`config.mk`:
```
export PLATFORM = sky130hd
export DESIGN_NAME = sum_fifo
export DESIGN_NICKNAME = d
export VERILOG_FILES = /design/src/rtl/sum_fifo.sv
export SDC_FILE = /design/constraint.sdc
export NUM_CORES = 1
export LEC_CHECK = 0
export ABC_AREA = 1
export ABC_CLOCK_PERIOD_IN_PS = 4500
export CORE_MARGIN = 4
export CORE_UTILIZATION = 45
export CTS_BUF_LIST = sky130_fd_sc_hd__clkbuf_16
export DETAILED_ROUTE_END_ITERATION = 10
export GPL_TIMING_DRIVEN = 0
export PLACE_DENSITY = 0.67
export SKIP_CTS_REPAIR_TIMING = 1
export SLEW_MARGIN = 10
export SYNTH_ARGS = -nofsm -noshare
export SYNTH_HDL_FRONTEND = slang
export SYNTH_SLANG_ARGS = --single-unit
```
`constraint.sdc`:
```
create_clock -name clk -period 4.5 [get_ports clk]
set_input_delay 1.35 -clock clk [delete_from_list [all_inputs] [get_ports clk]]
set_output_delay 1.35 -clock clk [all_outputs]
set_load 0.01 [all_outputs]
```
`src/rtl/sum_fifo.sv`:
```
// sum_fifo: FIFO that stores the (optionally saturated) sum of two unsigned
// operands together with its carry bit. One-cycle registered read latency,
// sticky overflow/underflow error flags.
module sum_fifo #(
    parameter int N     = 32,
    parameter int DEPTH = 16,
    parameter bit SAT   = 1'b0
) (
    input  logic                   clk,
    input  logic                   rst,
    input  logic [N-1:0]           in0,
    input  logic [N-1:0]           in1,
    input  logic                   in_en,
    input  logic                   out_en,
    input  logic                   clr_err,
    output logic [N-1:0]           out,
    output logic                   out_carry,
    output logic                   out_valid,
    output logic                   full,
    output logic                   empty,
    output logic [$clog2(DEPTH):0] count,
    output logic                   ovf_err,
    output logic                   udf_err
);

    localparam int AW = $clog2(DEPTH);
    localparam int CW = AW + 1;
    localparam logic [CW-1:0] DEPTH_C = CW'(DEPTH);

    logic [N:0]    sum;
    logic [N-1:0]  word;
    logic [N:0]    mem [DEPTH];
    logic [AW-1:0] wr_ptr;
    logic [AW-1:0] rd_ptr;
    logic          wr_acc;
    logic          rd_acc;
    logic [CW-1:0] cnt_nxt;

    assign sum    = {1'b0, in0} + {1'b0, in1};
    assign wr_acc = in_en & ~full;
    assign rd_acc = out_en & ~empty;

    // Stored word: low N bits of the sum, or all-ones on carry in saturate mode
    always_comb begin
        word = sum[N-1:0];
        if (SAT && sum[N])
            word = '1;
    end

    // Next occupancy; simultaneous accepted read and write cancel out
    always_comb begin
        cnt_nxt = count;
        case ({wr_acc, rd_acc})
            2'b10:   cnt_nxt = count + CW'(1);
            2'b01:   cnt_nxt = count - CW'(1);
            default: cnt_nxt = count;
        endcase
    end

    // Storage array without reset so it maps onto inferred RAM
    always_ff @(posedge clk) begin
        if (wr_acc)
            mem[wr_ptr] <= {sum[N], word};
    end

    // Pointers, occupancy flags, read data register and sticky errors
    always_ff @(posedge clk or posedge rst) begin
        if (rst) begin
            wr_ptr    <= '0;
            rd_ptr    <= '0;
            count     <= '0;
            empty     <= 1'b1;
            full      <= 1'b0;
            out       <= '0;
            out_carry <= 1'b0;
            out_valid <= 1'b0;
            ovf_err   <= 1'b0;
            udf_err   <= 1'b0;
        end else begin
            if (wr_acc)
                wr_ptr <= wr_ptr + AW'(1);
            if (rd_acc) begin
                rd_ptr    <= rd_ptr + AW'(1);
                out       <= mem[rd_ptr][N-1:0];
                out_carry <= mem[rd_ptr][N];
            end
            out_valid <= rd_acc;
            count     <= cnt_nxt;
            full      <= (cnt_nxt == DEPTH_C);
            empty     <= (cnt_nxt == '0);
            // A new error in the clearing cycle wins over clr_err
            ovf_err   <= (in_en & full)   | (ovf_err & ~clr_err);
            udf_err   <= (out_en & empty) | (udf_err & ~clr_err);
        end
    end

endmodule

```
==> impl_metrics.toml, run 1 <==
[run_status]
outcome = "finished, final reports clean"

[place]
placed_cell_area_um2 = 27100
portBuffers = 111
place_congestion = 0.940
dp_hpwl_um = 48000
placed_cells = 2868

[pwr]
p_int_mw = 11.5
seqPwrFrac_pct = 38.6
swShare_pct = 38.0
p_switching_mw = 7.02
p_comb_share_pct = 37.2
ir_worst_vdd_v = 0.000383
p_leak_nw = 10.3
powerDensity_nw_per_um2 = 639
pwr-share-clk_pct = 24.2
total_power_mw = 18.5

[finish]
layout-drive-gt1-share_pct = 7.95
areaGrowthSynthToFinish_pct = 17.8
design_area_um2 = 28900
fin_nets = 2338
diodes = 0
fin_util_pct = 53.6
stdcell_count = 2972

[flow_run]
cap_violations = 0

[yosys]
synth_top_area_share_pct = 64.6
ys_async_sr_fraction_pct = 8.81
synthMuxAreaShare_pct = 1.47
ys_seq_area_share_pct = 69.8
synth_fa_ha_area_share_pct = 2.07
synth_compound_area_share_pct = 11.8
synthTopCellsByArea = "edfxtp_1 65%, nand2_1 5.1%, dfrtp_1 5.1%"
synth.avg_cell_area_um2 = 12.0
synth-seq-cells = 579
synth.most_common_cell = "edfxtp_1"
yosys.area_share.simple_pct = 10.8
yosysUniqueCellTypes = 38
yosysTopAreaCell = "edfxtp_1"
synth_top_family_by_area = "compound AO/OA/AOI/OAI gates"
synthCells = 2044
syn_nets = 2153
yosys_warnings = 0
synth_top_cells_by_count = "528 x edfxtp_1, 336 x nand2_1, 270 x nor2_1"
synth-xor-area-share_pct = 0.964
synthesis.area_um2 = 24500
synth_edf_count = 528
synth_top_flop_cell = "edfxtp_1"

[detailed_routing]
ant_nets = 0
vias = 17300
wl_per_cell_um = 23.9
drtPass1Iterations = 5
drc = 0
avgViaCountPerCell = 5.83
dr.first_iter.drc_count = 1978
wirelength_um = 71100

[setup_path]
critPathRequiredTime_ps = 4740
rr_worst_depth = 9
path_class = "in2reg"
endpoint_kind = "flop"
startpoint_type = "primary input"
cp-startpoint = "in0[12]"
worstReg2RegStart = "rd_ptr[1]$_DFFE_PP0P_"
cp_max_fo = 16
cp.arrival_ps = 4350

[clocking]
clk_pin_slew_worst_paths_ps = 60
cts_buffer_depth = 3
cts_tree = "built"
clock-sinks = 579
numCtsBuffers = 55
clock_latency_ps = 620
clockRootBuffer = "clkbuf_16"
htreeDepth = 2

[die]
initial_core_util_pct = 45.5
coreArea_um2 = 53900
die_area_um2 = 58300
core.rowCount = 85
die-width_um = 242
io_pins = 112
dieHeight_um = 242

[timing]
worst_pin_slew_ps = 1170
clock.fmax_mhz = 243
finalCritPeriodShare_pct = 91.3
slew_viol_final = 0
finClkSkew_ps = 22.3
maxSlewHeadroom_pct = 21.8
whs_ps = 481
setup_viol = 0
fin_crit_ps = 4110
hold_viol_final = 0
rsz0062_at_grt = "no"

[global_routing]
grt_pass1_wl_um = 106000
grt_overflow = 0
grt_max_degree = 36
grt_pass1_vias = 17200
track_usage_pct = 23.8
antenna_found_initial = 0

[worst_hold_path]
min_path_type = "reg2reg"
whs_path_depth = 2
hp-start = "out[6]$_DFFE_PP0P_"
-- critical path, stage by stage --
cell             delay [ps]
clkdlybuf4s50_1         400
ha_1                    400
a21oi_1                 260
o21ai_0                 220
a21oi_1                 490
nand3_1                 260
xor2_1                  960
-- logic make-up (layout without fill, tap and decap cells) --
kind of cell | after synthesis | count (layout)
buffers and inverters | 163 | 395
and+or+nand+nor | 677 | 677
muxes | 36 | 36
AOI/OAI and AO/OA | 522 | 522
xor gates and xnor gates | 27 | 27
DFF | 579 | 579
adders and majority gates | 40 | 40
-- layer usage --
layer / global-route usage, % / wire length [µm]
met1: 33.7 / 29600
met2: 37.8 / 32800
met3: 3.95 / 6440
met4: 8.02 / 2300
met5: 0 / 0
-- sequential cells by signal (all words and copies together) (netlist names) --
register   cells
mem          528
out           32
count          5
rd_ptr         4
wr_ptr         4
empty          1
full           1
out_carry      1
out_valid      1
ovf_err        1
udf_err        1
-- metrics by stage --
step	TNS (ps)	setup WS [ps]
2_1_floorplan	0	882
3_3_place_gp	-608850	-1460
3_5_place_dp	-7450	-173
4_1_cts	0	443
5_1_grt	0	312
6_report	0	392
-- power groups by stage --
stage	logic, mW	clock network (mW)	registers, mW
after global routing	7.44	4.73	7.19
final	6.87	4.47	7.14
after detailed placement	6.75	0	7.25
after global placement	6.40	0	7.27
after floorplan	3.79	0	7.28
after CTS	6.79	4.50	7.14
-- worst paths after layout --
path	end	slack (ps)
max	mem[13][19]$_DFFE_PP_	390
min	out[6]$_DFFE_PP0P_	480
max reg2reg	out[18]$_DFFE_PP0P_	1980
min reg2reg	out[6]$_DFFE_PP0P_	480
max in group asynchronous	empty$_DFF_PP1_	2900
min in group asynchronous	out[19]$_DFFE_PP0P_	1060
-- final cells by class --
type,instances,area (µm²)
plain buffers,106,541
repair buffers,128,1530
clock buffers,56,1400
flip-flops and latches,579,17100
clock inverters,48,335
multi-input cells,1302,6880
fillers,4474,25000
inverters,57,216
well taps,696,871
-- layout by cell type (no fill, tap or decap), types with 6 or more instances in the layout --
cell / Yosys / layout
a21oi_1: 109 / 109
buf_1: 6 / 6
buf_12: 0 / 6
buf_16: 0 / 11
buf_2: 33 / 33
buf_4: 9 / 9
buf_6: 9 / 9
clkbuf_1: 49 / 49
clkbuf_16: 0 / 56
clkdlybuf4s50_1: 0 / 111
clkinv_1: 2 / 12
clkinv_2: 0 / 10
dfrtp_1: 50 / 50
edfxtp_1: 528 / 528
ha_1: 39 / 39
inv_1: 54 / 71
mux2i_1: 36 / 36
nand2_1: 336 / 336
nand3_1: 49 / 49
nand4_1: 8 / 8
nor2_1: 270 / 254
nor2_4: 1 / 17
nor3_1: 7 / 7
o211ai_1: 24 / 24
o21a_1: 6 / 6
o21ai_0: 238 / 238
o21ai_1: 48 / 48
o221ai_1: 30 / 30
o22ai_1: 59 / 59
xor2_1: 23 / 11
xor2_2: 0 / 12
(Power assumes the default switching activity.)
==> run 2: changes to the inputs <==
--- a/config.mk
+++ b/config.mk
@@ -9,3 +9,3 @@
 export ABC_CLOCK_PERIOD_IN_PS = 4500
-export CORE_MARGIN = 4
+export CORE_MARGIN = 2
 export CORE_UTILIZATION = 45
@@ -13,3 +13,2 @@
 export DETAILED_ROUTE_END_ITERATION = 10
-export GPL_TIMING_DRIVEN = 0
 export PLACE_DENSITY = 0.67
--- a/constraint.sdc
+++ b/constraint.sdc
@@ -3,2 +3,2 @@
 set_output_delay 1.35 -clock clk [all_outputs]
-set_load 0.01 [all_outputs]
+set_load 0.005 [all_outputs]
==> run 2 against run 1 <==
  * Maximum frequency up 13%
  * Count of clock-buffer cells in the layout up 3
  * Worst setup slack improved by 460 ps
  * Design area fell by 1.2%
  * Die area fell by 3.3%
  * Largest cell class unchanged
==> impl_metrics.toml, run 2 (synthesis gave the netlist of run 1 again) <==
[run_status]
outcome = "finished, final reports clean"

[detailed_routing]
wl_met3_um = 5390
dr.first_iter.drc_count = 1587
drc = 0
met2_length_um = 30300
met1_length_um = 27200
vias = 16700
wirelength_um = 64800
drtPass1Iterations = 5
ant_nets = 0
routed.top_layer = "met4"
avgViaCountPerCell = 5.73
wl_per_cell_um = 22.2

[setup_path]
endpoint_kind = "flop"
critPathRequiredTime_ps = 4730
cp_max_fo = 16
rrSetupSlack_ps = 1630
startpoint_type = "primary input"
crit_path_top_delay_cell = "fa_1"
crit_top_cell = "nand2_1"
slowest_delay_ps = 460
rr_worst_depth = 8
cp.arrival_ps = 3870
worstReg2RegStart = "rd_ptr[1]$_DFFE_PP0P_"
path_cells = "clkdlybuf4s50_1 -> ha_1 -> fa_1 -> nand3_1 -> nand2_1 -> nand3_1 -> nand2_1 -> a21oi_1 -> nand2b_1 -> nand2_1 -> nand2_1 -> nand2_1"
path_class = "in2reg"
r2r-end = "out[14]$_DFFE_PP0P_"

[finish]
top_regs = "mem: 528 flops, out: 32 flops, count: 5 flops"
fillCellCount = 4511
final_common_cell = "edfxtp_1"
fin_util_pct = 53.1
stdcell_count = 2920
layout_common_cells = "528 x edfxtp_1, 336 x nand2_1, 254 x nor2_1"
top_register = "mem"
largest_reg_flops = 528
areaGrowthSynthToFinish_pct = 16.4
design_area_um2 = 28600
fin_nets = 2284
layout-drive-gt1-share_pct = 7.78

[place]
place_congestion = 0.958
portBuffers = 111
dp_hpwl_um = 37400
place_ws_ps = 290
placed_cells = 2812
placed_cell_area_um2 = 26800

[timing]
fin_crit_ps = 3640
clock.fmax_mhz = 274
finalCritPeriodShare_pct = 81.0
hold_viol_final = 0
maxSlewHeadroom_pct = 23.8
worst_pin_slew_ps = 1130
slew_viol_final = 0
finalSetupTns_ps = 0
timing.final.ws_setup_ps = 857
whs_ps = 477
finClkSkew_ps = 23.2
setup_viol = 0
rsz0062_at_grt = "no"

[global_routing]
track_usage_pct = 23.1
grt_overflow = 0
grt_max_degree = 148
grt_pass1_vias = 16600
antenna_found_initial = 1
grt_pass1_wl_um = 98500

[die]
core.rowCount = 85
coreArea_um2 = 53800
die_area_um2 = 56400
io_pins = 112
die-width_um = 238
dieHeight_um = 238
initial_core_util_pct = 45.6

[worst_hold_path]
holdPathEnd = "out[14]$_DFFE_PP0P_"
whs_path_depth = 2
min_path_type = "reg2reg"
hp-start = "out[14]$_DFFE_PP0P_"

[pwr]
total_power_mw = 17.7
ir_worst_vdd_v = 0.000415
p_leak_nw = 10.2
powerDensity_nw_per_um2 = 618

[clocking]
clock_latency_ps = 600
htreeDepth = 2
cts_tree = "built"
numCtsBuffers = 57
clk_pin_slew_worst_paths_ps = 60
clock-sinks = 579
cts_buffer_depth = 3
clockRootBuffer = "clkbuf_16"

[flow_run]
cap_violations = 0
## run 2: cell count changes in the layout (fill, tap and decap cells not counted), moves of 5 or more
cell	previous run	this run
buf_4	9	55
xor2_2	12	1
clkbuf_1	49	0
inv_1	71	66
buf_6	9	0
buf_12	6	12
buf_16	11	0
xor2_1	11	22
buf_1	6	0
buf_2	33	0
## run 2: worst max-delay path: cells and delay by family
kind,cells,cell delay [ps]
adders and majority gates,2,760
and+or+nand+nor,8,1120
AOI/OAI and AO/OA,1,230
buffers and inverters,1,400
## run 2: power breakdown
group,leakage [nW],switching (mW),total (mW),internal [mW]
clock network,0.934,1.96,4.50,2.54
registers,5.39,0.408,7.28,6.87
logic,3.86,3.97,5.88,1.91
total,10.2,6.33,17.7,11.3
## run 2: worst max-delay path by stage
stage	to	slack, ps	from	depth (start not counted)
5_1_grt	mem[1][10]$_DFFE_PP_	680	in0[0]	9
2_1_floorplan	mem[11][0]$_DFFE_PP_	880	in_en	4
3_5_place_dp	mem[8][10]$_DFFE_PP_	290	in0[0]	9
4_1_cts	mem[6][10]$_DFFE_PP_	900	in0[0]	9
3_3_place_gp	mem[10][10]$_DFFE_PP_	400	in0[0]	9
6_report	mem[0][26]$_DFFE_PP_	860	in0[0]	12
## run 2: layout make-up
class | count | area (µm²) | share of cell area (%)
repair buffers | 178 | 1760 | 6.18
diodes | 1 | 2.50 | 0.00876
clock buffers | 59 | 1480 | 5.17
multi-input cells | 1302 | 6780 | 23.7
inverters | 57 | 221 | 0.775
clock inverters | 48 | 309 | 1.08
well taps | 696 | 871 | 3.05
flip-flops and latches | 579 | 17100 | 60.0
## run 2: metal layers
layer	GRT usage (%)	vias to the layer above
met2	37.3	724
met3	4.40	136
met5	0	-
li1	-	7675
met1	31.7	8185
met4	7.74	0
==> run 3: changes to the inputs <==
ABC_CLOCK_PERIOD_IN_PS = 3700   (was 4500)
clock period = 3.7 ns   (was 4.5 ns; I/O delays follow)
==> run 3 against run 2 <==
  * Register-to-register slack worse by 480 ps
  * Sequential share of layout area down 0.59 points
  * Die area unchanged
  * Critical path type unchanged
  * Critical endpoint is now mem[15][25]$_DFFE_PP_
  * Largest cell class unchanged
==> impl_metrics.toml, run 3 (synthesis gave the netlist of run 1 again) <==
[finish]
final_common_cell = "edfxtp_1"
design_area_um2 = 28800
fillCellCount = 4447
layout-drive-gt1-share_pct = 8.53
top_regs = "mem: 528 flops, out: 32 flops, count: 5 flops"
fin_nets = 2302
areaGrowthSynthToFinish_pct = 17.6
stdcell_count = 2936
top_register = "mem"
diodes = 0
layout_common_cells = "528 x edfxtp_1, 336 x nand2_1, 254 x nor2_1"
largest_reg_flops = 528

[timing]
clock.fmax_mhz = 307
fin_crit_ps = 3260
worst_pin_slew_ps = 1120
hold_viol_final = 0
slew_viol_final = 0
timing.final.ws_setup_ps = 441
whs_ps = 478
finalCritPeriodShare_pct = 88.1
rsz0062_at_grt = "no"
finClkSkew_ps = 16.5
setup_viol = 0
maxSlewHeadroom_pct = 25.5

[detailed_routing]
avgViaCountPerCell = 5.74
wirelength_um = 65100
drtPass1Iterations = 5
ant_nets = 0
dr.first_iter.drc_count = 1598
drc = 0
vias = 16800
wl_per_cell_um = 22.2

[place]
dp_hpwl_um = 36500
placed_cell_area_um2 = 27100
place_ws_ps = -46.7
place_congestion = 0.924
portBuffers = 111
placed_cells = 2831

[global_routing]
grt_pass1_vias = 16200
antenna_found_initial = 0
grt_max_degree = 184
track_usage_pct = 23.2
grt_pass1_wl_um = 98600
grt_overflow = 0

[clocking]
cts_tree = "built"
clockRootBuffer = "clkbuf_16"
clock-sinks = 579
htreeDepth = 2
cts_buffer_depth = 3
numCtsBuffers = 56
clk_pin_slew_worst_paths_ps = 60
clock_latency_ps = 600

[setup_path]
critPathRequiredTime_ps = 3930
cp.arrival_ps = 3490
startpoint_type = "primary input"
cp_max_fo = 16
endpoint_kind = "flop"
path_class = "in2reg"
rrSetupSlack_ps = 1150

[pwr]
pwr-share-clk_pct = 25.0
swShare_pct = 36.0
powerDensity_nw_per_um2 = 748
total_power_mw = 21.6
seqPwrFrac_pct = 40.7
ir_worst_vdd_v = 0.000628
p_leak_nw = 10.3
p_switching_mw = 7.76
p_int_mw = 13.8
p_comb_share_pct = 34.3

[die]
die_area_um2 = 56400
io_pins = 112
coreArea_um2 = 53800
core.rowCount = 85
die-width_um = 238
dieHeight_um = 238
initial_core_util_pct = 45.6

[flow_run]
cap_violations = 0

[run_status]
outcome = "finished, final reports clean"

[worst_hold_path]
min_path_type = "reg2reg"
## run 3: cell type report
class / instances / area, µm² / share of cell area, %
clock buffer: 57 / 1430 / 4.95
clock inverter: 48 / 305 / 1.06
inverter: 57 / 219 / 0.759
multi-input combinational: 1302 / 6780 / 23.5
sequential: 579 / 17100 / 59.4
tap: 696 / 871 / 3.02
timing repair buffer: 197 / 2110 / 7.30
## run 3: critical path, stage by stage
cell and delay, ps:
clkdlybuf4s50_1 400, ha_1 390, a21oi_1 220, o21ai_1 110, a21oi_1 410, o21ai_0 300, nand2_1 160, nand2_1 60
nand2_1 50, nand2_1 280
## run 3: worst paths after layout
check                                 startpoint                     to  cells past startpoint
min in group asynchronous                    rst      udf_err$_DFF_PP0_                      3
max                                       in0[4]  mem[15][25]$_DFFE_PP_                     10
min                          out[14]$_DFFE_PP0P_    out[14]$_DFFE_PP0P_                      2
min reg2reg                  out[14]$_DFFE_PP0P_    out[14]$_DFFE_PP0P_                      2
max reg2reg                rd_ptr[0]$_DFFE_PP0P_     out[1]$_DFFE_PP0P_                      7
max in group asynchronous                    rst  rd_ptr[0]$_DFFE_PP0P_                      3
## run 3: power by group through the flow
stage / logic [mW] / clock network [mW] / registers [mW]
global placement: 7.18 / 0 / 8.89
detailed placement: 7.33 / 0 / 8.93
finish: 7.40 / 5.39 / 8.79
global route: 8.11 / 5.72 / 8.86
floorplan: 4.61 / 0 / 8.77
CTS: 7.39 / 5.45 / 8.79
## run 3: through the flow
| stage | utilization (%) | setup TNS (ps) |
|---|---|---|
| 2_1_floorplan | - | 0 |
| 3_5_place_dp | 50.4 | -2520 |
| 3_3_place_gp | 50.4 | -743 |
| 4_1_cts | 53.6 | 0 |
| 5_1_grt | 53.6 | 0 |
| 6_report | 53.6 | 0 |
## run 3: layer usage
layer | global-route usage (%) | vias to the layer above | share of wire [%]
met5 | 0 | - | 0
met4 | 6.27 | 0 | 1.9
met3 | 3.58 | 97 | 8.0
met2 | 37.8 | 742 | 48
met1 | 32.5 | 8286 | 42
li1 | - | 7718 | -
